==> config.mk <==
export PLATFORM = sky130hd
export DESIGN_NAME = debug_unit_ctrl
export DESIGN_NICKNAME = d
export VERILOG_FILES = /design/src/rtl/debug_unit_pkg.sv /design/src/rtl/du_word_serializer.sv /design/src/rtl/debug_unit_ctrl.sv
export SDC_FILE = /design/constraint.sdc
export NUM_CORES = 2
export LEC_CHECK = 0
export ABC_AREA = 1
export CAP_MARGIN = 0
export CELL_PAD_IN_SITES_DETAIL_PLACEMENT = 2
export CELL_PAD_IN_SITES_GLOBAL_PLACEMENT = 2
export CORE_ASPECT_RATIO = 0.75
export CORE_MARGIN = 2
export CORE_UTILIZATION = 27
export DETAILED_ROUTE_END_ITERATION = 6
export PLACE_DENSITY_LB_ADDON = 0.1
export REMOVE_ABC_BUFFERS = 1
export SLEW_MARGIN = 20
export SYNTH_ARGS = -nofsm -noshare
export SYNTH_HDL_FRONTEND = slang
export SYNTH_SLANG_ARGS = --single-unit
==> constraint.sdc <==
create_clock -name i_clk -period 2 [get_ports i_clk]
set_clock_uncertainty 0.05 [all_clocks]
set_input_delay 0.4 -clock i_clk [delete_from_list [all_inputs] [get_ports i_clk]]
set_output_delay 0.4 -clock i_clk [all_outputs]
set_load 0.005 [all_outputs]
==> src/rtl/debug_unit_pkg.sv <==
// Shared definitions for the debug-port controller: command bytes, FSM states
// and the padded byte widths of the pipeline latch snapshots.
package debug_unit_pkg;

  localparam logic [7:0] CMD_LOAD = 8'h4C;
  localparam logic [7:0] CMD_RUN  = 8'h43;
  localparam logic [7:0] CMD_STEP = 8'h53;
  localparam logic [7:0] CMD_DUMP = 8'h44;
  localparam logic [7:0] ACK_BYTE = 8'h4B;

  localparam logic [4:0] IF_ID_BYTES = 5'd8;
  localparam logic [4:0] ID_EX_BYTES = 5'd17;
  localparam logic [4:0] EX_M_BYTES  = 5'd10;
  localparam logic [4:0] M_WB_BYTES  = 5'd9;

  // Serializer buffer holds the widest latch (ID/EX padded to 17 bytes).
  localparam logic [4:0]  SER_MAX_BYTES = 5'd17;
  localparam int unsigned SER_BITS      = 136;

  typedef enum logic [4:0] {
    S_IDLE,
    S_LOAD,
    S_ACK_LD,
    S_ACK_TX,
    S_RUN,
    S_STEP,
    S_SNAP,
    S_REG_REQ,
    S_REG_LAT,
    S_REG_TX,
    S_LAT_LD,
    S_LAT_TX,
    S_MEM_REQ,
    S_MEM_LAT,
    S_MEM_TX,
    S_CSUM_LD,
    S_CSUM_TX
  } du_state_e;

endpackage

==> src/rtl/du_word_serializer.sv <==
// Emits the low i_nbytes bytes of i_data MSB first over a valid/ready handshake;
// o_tx_valid drops for one cycle after each transfer, o_done pulses after the last.
module du_word_serializer
  import debug_unit_pkg::*;
(
  input  logic                i_clk,
  input  logic                i_reset,
  input  logic                i_load,
  input  logic [SER_BITS-1:0] i_data,
  input  logic [4:0]          i_nbytes,
  output logic [7:0]          o_tx_data,
  output logic                o_tx_valid,
  input  logic                i_tx_ready,
  output logic                o_done
);

  logic [SER_BITS-1:0] shreg;
  logic [4:0]          remaining;

  assign o_tx_data = shreg[SER_BITS-1 -: 8];

  always_ff @(posedge i_clk) begin
    if (i_reset) begin
      shreg      <= '0;
      remaining  <= '0;
      o_tx_valid <= 1'b0;
      o_done     <= 1'b0;
    end else begin
      o_done <= 1'b0;
      if (i_load) begin
        // Left-align so the most significant requested byte sits at the top.
        shreg      <= i_data << {(SER_MAX_BYTES - i_nbytes), 3'b000};
        remaining  <= i_nbytes;
        o_tx_valid <= 1'b1;
      end else if (o_tx_valid && i_tx_ready) begin
        shreg      <= shreg << 8;
        remaining  <= remaining - 5'd1;
        o_tx_valid <= 1'b0;
        if (remaining == 5'd1) o_done <= 1'b1;
      end else if (!o_tx_valid && remaining != 5'd0) begin
        o_tx_valid <= 1'b1;
      end
    end
  end

endmodule

==> src/rtl/debug_unit_ctrl.sv <==
// Host-side debug-port controller: UART commands drive instruction load, run,
// step and dump. Define DEBUG_UNIT_CHECKSUM_EN to append an XOR byte to dumps
// and the word count to the load acknowledge.
module debug_unit_ctrl
  import debug_unit_pkg::*;
#(
  parameter int unsigned NB_REGS        = 32,
  parameter int unsigned MEM_DUMP_WORDS = 32,
  parameter int unsigned MAX_INST       = 256,
  parameter logic [31:0] HALT_INST      = 32'hFFFF_FFFF
) (
  input  logic         i_clk,
  input  logic         i_reset,
  input  logic [7:0]   i_rx_data,
  input  logic         i_rx_valid,
  output logic [7:0]   o_tx_data,
  output logic         o_tx_valid,
  input  logic         i_tx_ready,
  output logic [31:0]  o_du_data,
  output logic [31:0]  o_du_inst_addr_wr,
  output logic         o_du_write_en,
  output logic         o_du_read_en,
  output logic         o_du_pipeline_en,
  input  logic         i_du_halt,
  input  logic [63:0]  i_du_if_id_data,
  input  logic [129:0] i_du_id_ex_data,
  input  logic [75:0]  i_du_ex_m_data,
  input  logic [70:0]  i_du_m_wb_data,
  input  logic [31:0]  i_du_regs_mem_data,
  input  logic [31:0]  i_du_mem_data,
  output logic         o_busy
);

  du_state_e state;

  logic [31:0]  k;
  logic [1:0]   bcnt;
  logic [23:0]  word_acc;
  logic [31:0]  asm_word;
  logic [31:0]  idx;
  logic [1:0]   lat_sel;
  logic [63:0]  snap_if_id;
  logic [129:0] snap_id_ex;
  logic [75:0]  snap_ex_m;
  logic [70:0]  snap_m_wb;

  logic                ser_load;
  logic [SER_BITS-1:0] ser_data;
  logic [4:0]          ser_nbytes;
  logic                ser_done;

`ifdef DEBUG_UNIT_CHECKSUM_EN
  logic [7:0] csum;
  logic       in_dump;
`endif

  assign o_busy = (state != S_IDLE);

  always_comb begin
    asm_word   = {word_acc, i_rx_data};
    ser_load   = 1'b0;
    ser_data   = '0;
    ser_nbytes = 5'd4;
    case (state)
      S_ACK_LD: begin
        ser_load = 1'b1;
`ifdef DEBUG_UNIT_CHECKSUM_EN
        ser_data[15:0] = {ACK_BYTE, k[7:0]};
        ser_nbytes     = 5'd2;
`else
        ser_data[7:0] = ACK_BYTE;
        ser_nbytes    = 5'd1;
`endif
      end
      S_REG_LAT: begin
        ser_load       = 1'b1;
        ser_data[31:0] = i_du_regs_mem_data;
      end
      S_MEM_LAT: begin
        ser_load       = 1'b1;
        ser_data[31:0] = i_du_mem_data;
      end
      S_LAT_LD: begin
        ser_load = 1'b1;
        case (lat_sel)
          2'd0: begin ser_data[63:0]  = snap_if_id; ser_nbytes = IF_ID_BYTES; end
          2'd1: begin ser_data[129:0] = snap_id_ex; ser_nbytes = ID_EX_BYTES; end
          2'd2: begin ser_data[75:0]  = snap_ex_m;  ser_nbytes = EX_M_BYTES;  end
          default: begin ser_data[70:0] = snap_m_wb; ser_nbytes = M_WB_BYTES; end
        endcase
      end
`ifdef DEBUG_UNIT_CHECKSUM_EN
      S_CSUM_LD: begin
        ser_load      = 1'b1;
        ser_data[7:0] = csum;
        ser_nbytes    = 5'd1;
      end
`endif
      default: ;
    endcase
  end

  always_ff @(posedge i_clk) begin
    if (i_reset) begin
      state             <= S_IDLE;
      o_du_data         <= '0;
      o_du_inst_addr_wr <= '0;
      o_du_write_en     <= 1'b0;
      o_du_read_en      <= 1'b0;
      o_du_pipeline_en  <= 1'b0;
      k                 <= '0;
      bcnt              <= '0;
      word_acc          <= '0;
      idx               <= '0;
      lat_sel           <= '0;
      snap_if_id        <= '0;
      snap_id_ex        <= '0;
      snap_ex_m         <= '0;
      snap_m_wb         <= '0;
    end else begin
      o_du_write_en <= 1'b0;
      case (state)
        S_IDLE: begin
          if (i_rx_valid) begin
            case (i_rx_data)
              CMD_LOAD: begin
                k     <= '0;
                bcnt  <= '0;
                state <= S_LOAD;
              end
              CMD_RUN: begin
                if (i_du_halt) begin
                  state <= S_SNAP;
                end else begin
                  o_du_pipeline_en <= 1'b1;
                  state            <= S_RUN;
                end
              end
              CMD_STEP: begin
                o_du_pipeline_en <= 1'b1;
                state            <= S_STEP;
              end
              CMD_DUMP: state <= S_SNAP;
              default: ;
            endcase
          end
        end
        S_LOAD: begin
          if (i_rx_valid) begin
            word_acc <= asm_word[23:0];
            bcnt     <= bcnt + 2'd1;
            if (bcnt == 2'd3) begin
              if (k < MAX_INST) begin
                o_du_write_en     <= 1'b1;
                o_du_data         <= asm_word;
                o_du_inst_addr_wr <= {k[29:0], 2'b00};
              end
              k <= k + 32'd1;
              if (asm_word == HALT_INST) state <= S_ACK_LD;
            end
          end
        end
        S_ACK_LD: state <= S_ACK_TX;
        S_ACK_TX: if (ser_done) state <= S_IDLE;
        S_RUN: begin
          if (i_du_halt) begin
            o_du_pipeline_en <= 1'b0;
            state            <= S_SNAP;
          end
        end
        S_STEP: begin
          o_du_pipeline_en <= 1'b0;
          state            <= S_SNAP;
        end
        S_SNAP: begin
          snap_if_id        <= i_du_if_id_data;
          snap_id_ex        <= i_du_id_ex_data;
          snap_ex_m         <= i_du_ex_m_data;
          snap_m_wb         <= i_du_m_wb_data;
          idx               <= '0;
          o_du_read_en      <= 1'b1;
          o_du_inst_addr_wr <= '0;
          state             <= S_REG_REQ;
        end
        S_REG_REQ: begin
          o_du_read_en <= 1'b0;
          state        <= S_REG_LAT;
        end
        S_REG_LAT: state <= S_REG_TX;
        S_REG_TX: begin
          if (ser_done) begin
            if (idx == NB_REGS - 1) begin
              lat_sel <= '0;
              state   <= S_LAT_LD;
            end else begin
              idx               <= idx + 32'd1;
              o_du_read_en      <= 1'b1;
              o_du_inst_addr_wr <= idx + 32'd1;
              state             <= S_REG_REQ;
            end
          end
        end
        S_LAT_LD: state <= S_LAT_TX;
        S_LAT_TX: begin
          if (ser_done) begin
            if (lat_sel == 2'd3) begin
              idx               <= '0;
              o_du_read_en      <= 1'b1;
              o_du_inst_addr_wr <= '0;
              state             <= S_MEM_REQ;
            end else begin
              lat_sel <= lat_sel + 2'd1;
              state   <= S_LAT_LD;
            end
          end
        end
        S_MEM_REQ: begin
          o_du_read_en <= 1'b0;
          state        <= S_MEM_LAT;
        end
        S_MEM_LAT: state <= S_MEM_TX;
        S_MEM_TX: begin
          if (ser_done) begin
            if (idx == MEM_DUMP_WORDS - 1) begin
`ifdef DEBUG_UNIT_CHECKSUM_EN
              state <= S_CSUM_LD;
`else
              state <= S_IDLE;
`endif
            end else begin
              idx               <= idx + 32'd1;
              o_du_read_en      <= 1'b1;
              o_du_inst_addr_wr <= {idx[29:0] + 30'd1, 2'b00};
              state             <= S_MEM_REQ;
            end
          end
        end
        S_CSUM_LD: state <= S_CSUM_TX;
        S_CSUM_TX: if (ser_done) state <= S_IDLE;
        default: state <= S_IDLE;
      endcase
    end
  end

`ifdef DEBUG_UNIT_CHECKSUM_EN
  always_comb begin
    in_dump = 1'b0;
    case (state)
      S_REG_REQ, S_REG_LAT, S_REG_TX, S_LAT_LD, S_LAT_TX,
      S_MEM_REQ, S_MEM_LAT, S_MEM_TX: in_dump = 1'b1;
      default: ;
    endcase
  end

  always_ff @(posedge i_clk) begin
    if (i_reset || state == S_SNAP) csum <= '0;
    else if (in_dump && o_tx_valid && i_tx_ready) csum <= csum ^ o_tx_data;
  end
`endif

  du_word_serializer u_ser (
    .i_clk      (i_clk),
    .i_reset    (i_reset),
    .i_load     (ser_load),
    .i_data     (ser_data),
    .i_nbytes   (ser_nbytes),
    .o_tx_data  (o_tx_data),
    .o_tx_valid (o_tx_valid),
    .i_tx_ready (i_tx_ready),
    .o_done     (ser_done)
  );

endmodule
==> results.py <==
metrics = {
    "outcome": {
        "status": "complete, but fails checks",
        "violations": "setup timing",
    },
    "synth": {
        "synth_seq_cells": 648,
        "async_reset_ff_share_pct": 0,
        "synth_cells": 5150,
        "synth_edf_count": 0,
        "syn_avg_cell_area_um2": 6.484,
        "synth_area_leaders": "dfxtp_1, nand2_1, nor2_1",
        "yosysWarnings": 0,
        "synth.top_cell.area_share_pct": 38.85,
        "synth_area_um2": 33390,
        "ys_types": 53,
        "seq_area_frac_synth_pct": 38.85,
        "synth.largest_area_cell": "dfxtp_1",
        "synthFlopType": "dfxtp_1",
    },
    "sta": {
        "setup_tns_ps": -169610,
        "finalSetupViolations": 638,
        "finalCritPeriodShare_pct": 139.2,
        "max_freq_ghz": 0.3591,
        "rsz0062_at_grt": "true",
        "worst_slack_ps": -785.0,
        "hold_viol": 0,
        "max-slew-margin-rel_pct": 38.51,
        "min_period_ps": 2785,
        "final_max_slew_viol_count": 0,
        "worstMarginPinSlew_ps": 922.4,
    },
    "global_routing": {
        "grt_pass1_wl_mm": 296.2,
        "grt_max_degree": 135,
        "grt_pass1_vias": 44640,
        "antenna_found_initial": 9,
        "grt_util_all_layers_pct": 30.98,
        "overflow": 0,
    },
    "placement": {
        "dp_hpwl_mm": 136.9,
        "portBuffers": 494,
        "finalWeightedCongestion": 0.9144,
        "place_ws_ps": -947.7,
    },
    "min_path": {
        "hold_path.class": "in2reg",
    },
    "critical_path": {
        "cp-startpoint": "state[4]$_SDFFE_PP0P_",
        "cp.arrival_ps": 3320,
        "critPathKind": "reg2reg",
        "required_ps": 2540,
        "rrSetupSlack_ps": -780,
        "worst-path-max-fanout": 8,
        "end_kind": "flip-flop",
        "cp-start-kind": "flip-flop",
        "worstSetupEndpoint": "u_ser.shreg[26]$_SDFFE_PP0P_",
        "rr_worst_depth": 14,
        "r2r_end": "u_ser.shreg[26]$_SDFFE_PP0P_",
        "rr_startpoint": "state[4]$_SDFFE_PP0P_",
    },
    "pwr": {
        "peakVddDrop_mv": 0.5816,
        "leakage_nw": 20.86,
        "power.density_nw_per_um2": 610.4,
    },
    "finish": {
        "multi_input_area_um2": 19510,
        "final_common_cell": "nor2_1",
        "utilization_pct": 43.50,
        "regArea_um2": 12990,
        "drive_gt1_share_pct": 25.00,
        "area_growth_pct": 59.56,
        "nNetsFinal": 6666,
        "final_cell_mix": "nor2_1, nand2_1, dfxtp_1, buf_4, clkdlybuf4s50_1",
        "nFillCells": 13860,
    },
    "clocking": {
        "cts_max_level": 3,
        "clk_latency_ps": 700,
        "cts_tree": "built",
        "clk_pin_slew_ps": 70,
        "cts_root_buffer": "clkbuf_16",
        "cts.path.max_buffers": 3,
        "cts.sinks": 648,
        "numCtsBuffers": 79,
    },
    "die": {
        "rows": 111,
        "die_area_um2": 126500,
        "die_y_um": 308.6,
        "pin_count": 495,
        "die_w_um": 410.1,
        "core_area_um2": 122500,
        "initial_core_util_pct": 27.26,
    },
    "detailed_routing": {
        "wl_mm": 209.9,
        "drt_iter0_drc": 3160,
        "vias": 42150,
        "firstDrtPassIters": 6,
        "detail-route-antenna-nets": 0,
        "wire_per_inst_um": 26.44,
        "drcViolationCount": 0,
        "via_per_inst": 5.311,
    },
    "job": {
        "cap_viol_max_count": 0,
    },
}
==> synthesized netlist by cell type (3+ instances only) <==
| cell type | n |
|---|---|
| nand2_1 | 897 |
| nor2_1 | 847 |
| dfxtp_1 | 648 |
| inv_1 | 495 |
| o21ai_0 | 494 |
| nand3_1 | 437 |
| a21oi_1 | 434 |
| clkbuf_1 | 202 |
| o22ai_1 | 112 |
| buf_2 | 104 |
| nor3_1 | 82 |
| nand4_1 | 71 |
| o211ai_1 | 40 |
| o21ai_1 | 29 |
| a31oi_1 | 28 |
| xor2_1 | 27 |
| buf_1 | 25 |
| buf_4 | 20 |
| inv_2 | 20 |
| nor4_1 | 18 |
| o21a_1 | 15 |
| o221ai_1 | 12 |
| ha_1 | 11 |
| nand2_2 | 10 |
| a211oi_1 | 8 |
| nor2_4 | 6 |
| or2_1 | 6 |
| nor2_2 | 5 |
| or2_2 | 5 |
| clkinv_1 | 4 |
| xnor2_1 | 4 |
| nand2_4 | 3 |
| nor2_8 | 3 |
==> report_power, final <==
part	switching [mW]	leakage [nW]	internal, mW
Clock	6.76	1.39	9.53
Combinational	1.66	14.3	1.57
Sequential	0.0533	5.22	13.0
Total	8.47	20.9	24.1
==> per-layer routing <==
layer  wire (um)  track usage, %  vias up
met5          84               0        -
met4        9213           11.34       12
met3       12510           4.949      447
met2       93150           48.96     1494
met1       94910           42.49    21110
li1            -               -    19090
==> cell type report <==
class / instances / share of cell area [%]
Clock inverter: 38 / 1.183
Sequential cell: 648 / 24.38
Antenna cell: 2 / 0.009393
Inverter: 520 / 3.813
Multi-Input combinational cell: 3629 / 36.61
Clock buffer: 103 / 4.123
Tap cell: 1638 / 3.846
Timing Repair Buffer: 1359 / 26.03
==> stage by stage <==
step | instance area (um^2) | power, mW | std cells | hold WS [ps]
after floorplan | 31850 | 14.03 | 4797 | 375.6
after global placement | 45400 | 16.10 | 7657 | 383.6
after detailed placement | 45410 | 16.14 | 7657 | 389.7
after CTS | 51680 | 32.59 | 7903 | 246.4
after global routing | 53280 | 33.45 | 7936 | 278.8
final | 53280 | 32.53 | 7937 | 280.9
==> kinds of logic (layout without fill, tap and decap cells) <==
logic type,Yosys count,in the layout,share of synthesized area (%)
compound gates,1185,1185,19.02
xor+xnor,31,31,0.8131
buf+inv,873,2020,10.48
simple gates,2402,2402,30.43
fa+ha+maj,11,11,0.4121
flops,648,648,38.85
other cells,0,2,0
==> critical path, stage by stage, from the launching register on <==
cell	delay [ps]
dfxtp_2	340
buf_6	140
inv_2	100
buf_6	130
nand2_1	180
nor2_8	200
nand2_1	140
nand4_4	170
nand3_4	160
buf_12	190
nor2_8	200
buf_6	130
buf_12	140
nand3_4	100
a31oi_1	280
==> state kept, by name, indices dropped and copies added (netlist names) <==
| register | count |
|---|---|
| u_ser.o_done | 1 |
| snap_ex_m | 76 |
| lat_sel | 2 |
| o_du_write_en | 1 |
| u_ser.shreg | 136 |
| o_du_read_en | 1 |
| snap_m_wb | 71 |
| k | 32 |
| state | 5 |
| o_du_inst_addr_wr | 32 |
| bcnt | 2 |
| snap_if_id | 64 |
| o_du_data | 32 |
| u_ser.remaining | 5 |
| u_ser.o_tx_valid | 1 |
| o_du_pipeline_en | 1 |
| idx | 32 |
| word_acc | 24 |
| snap_id_ex | 130 |
==> how the worst min path moves through the flow <==
stage / from / to / cells after the start
2_1_floorplan: snap_id_ex[85]$_SDFFE_PP0P_ / snap_id_ex[85]$_SDFFE_PP0P_ / 2
3_3_place_gp: o_du_data[22]$_SDFFE_PP0P_ / o_du_data[22]$_SDFFE_PP0P_ / 2
3_5_place_dp: o_du_data[14]$_SDFFE_PP0P_ / o_du_data[14]$_SDFFE_PP0P_ / 2
4_1_cts: i_du_if_id_data[46] / snap_if_id[46]$_SDFFE_PP0P_ / 3
5_1_grt: i_du_if_id_data[36] / snap_if_id[36]$_SDFFE_PP0P_ / 3
6_report: i_du_if_id_data[46] / snap_if_id[46]$_SDFFE_PP0P_ / 3
==> timing repair <==
| action | in CTS | in global routing |
|---|---|---|
| setup buffers | 79 | 36 |
| hold buffers | 1 | 0 |
| endpoints found under the setup margin | 632 | 670 |
| gates resized for setup | 503 | 333 |
| pin swaps | 140 | 145 |
| hold endpoints to repair | 2 | 0 |
| gates cloned | 30 | 3 |
(Power assumes the default switching activity.)
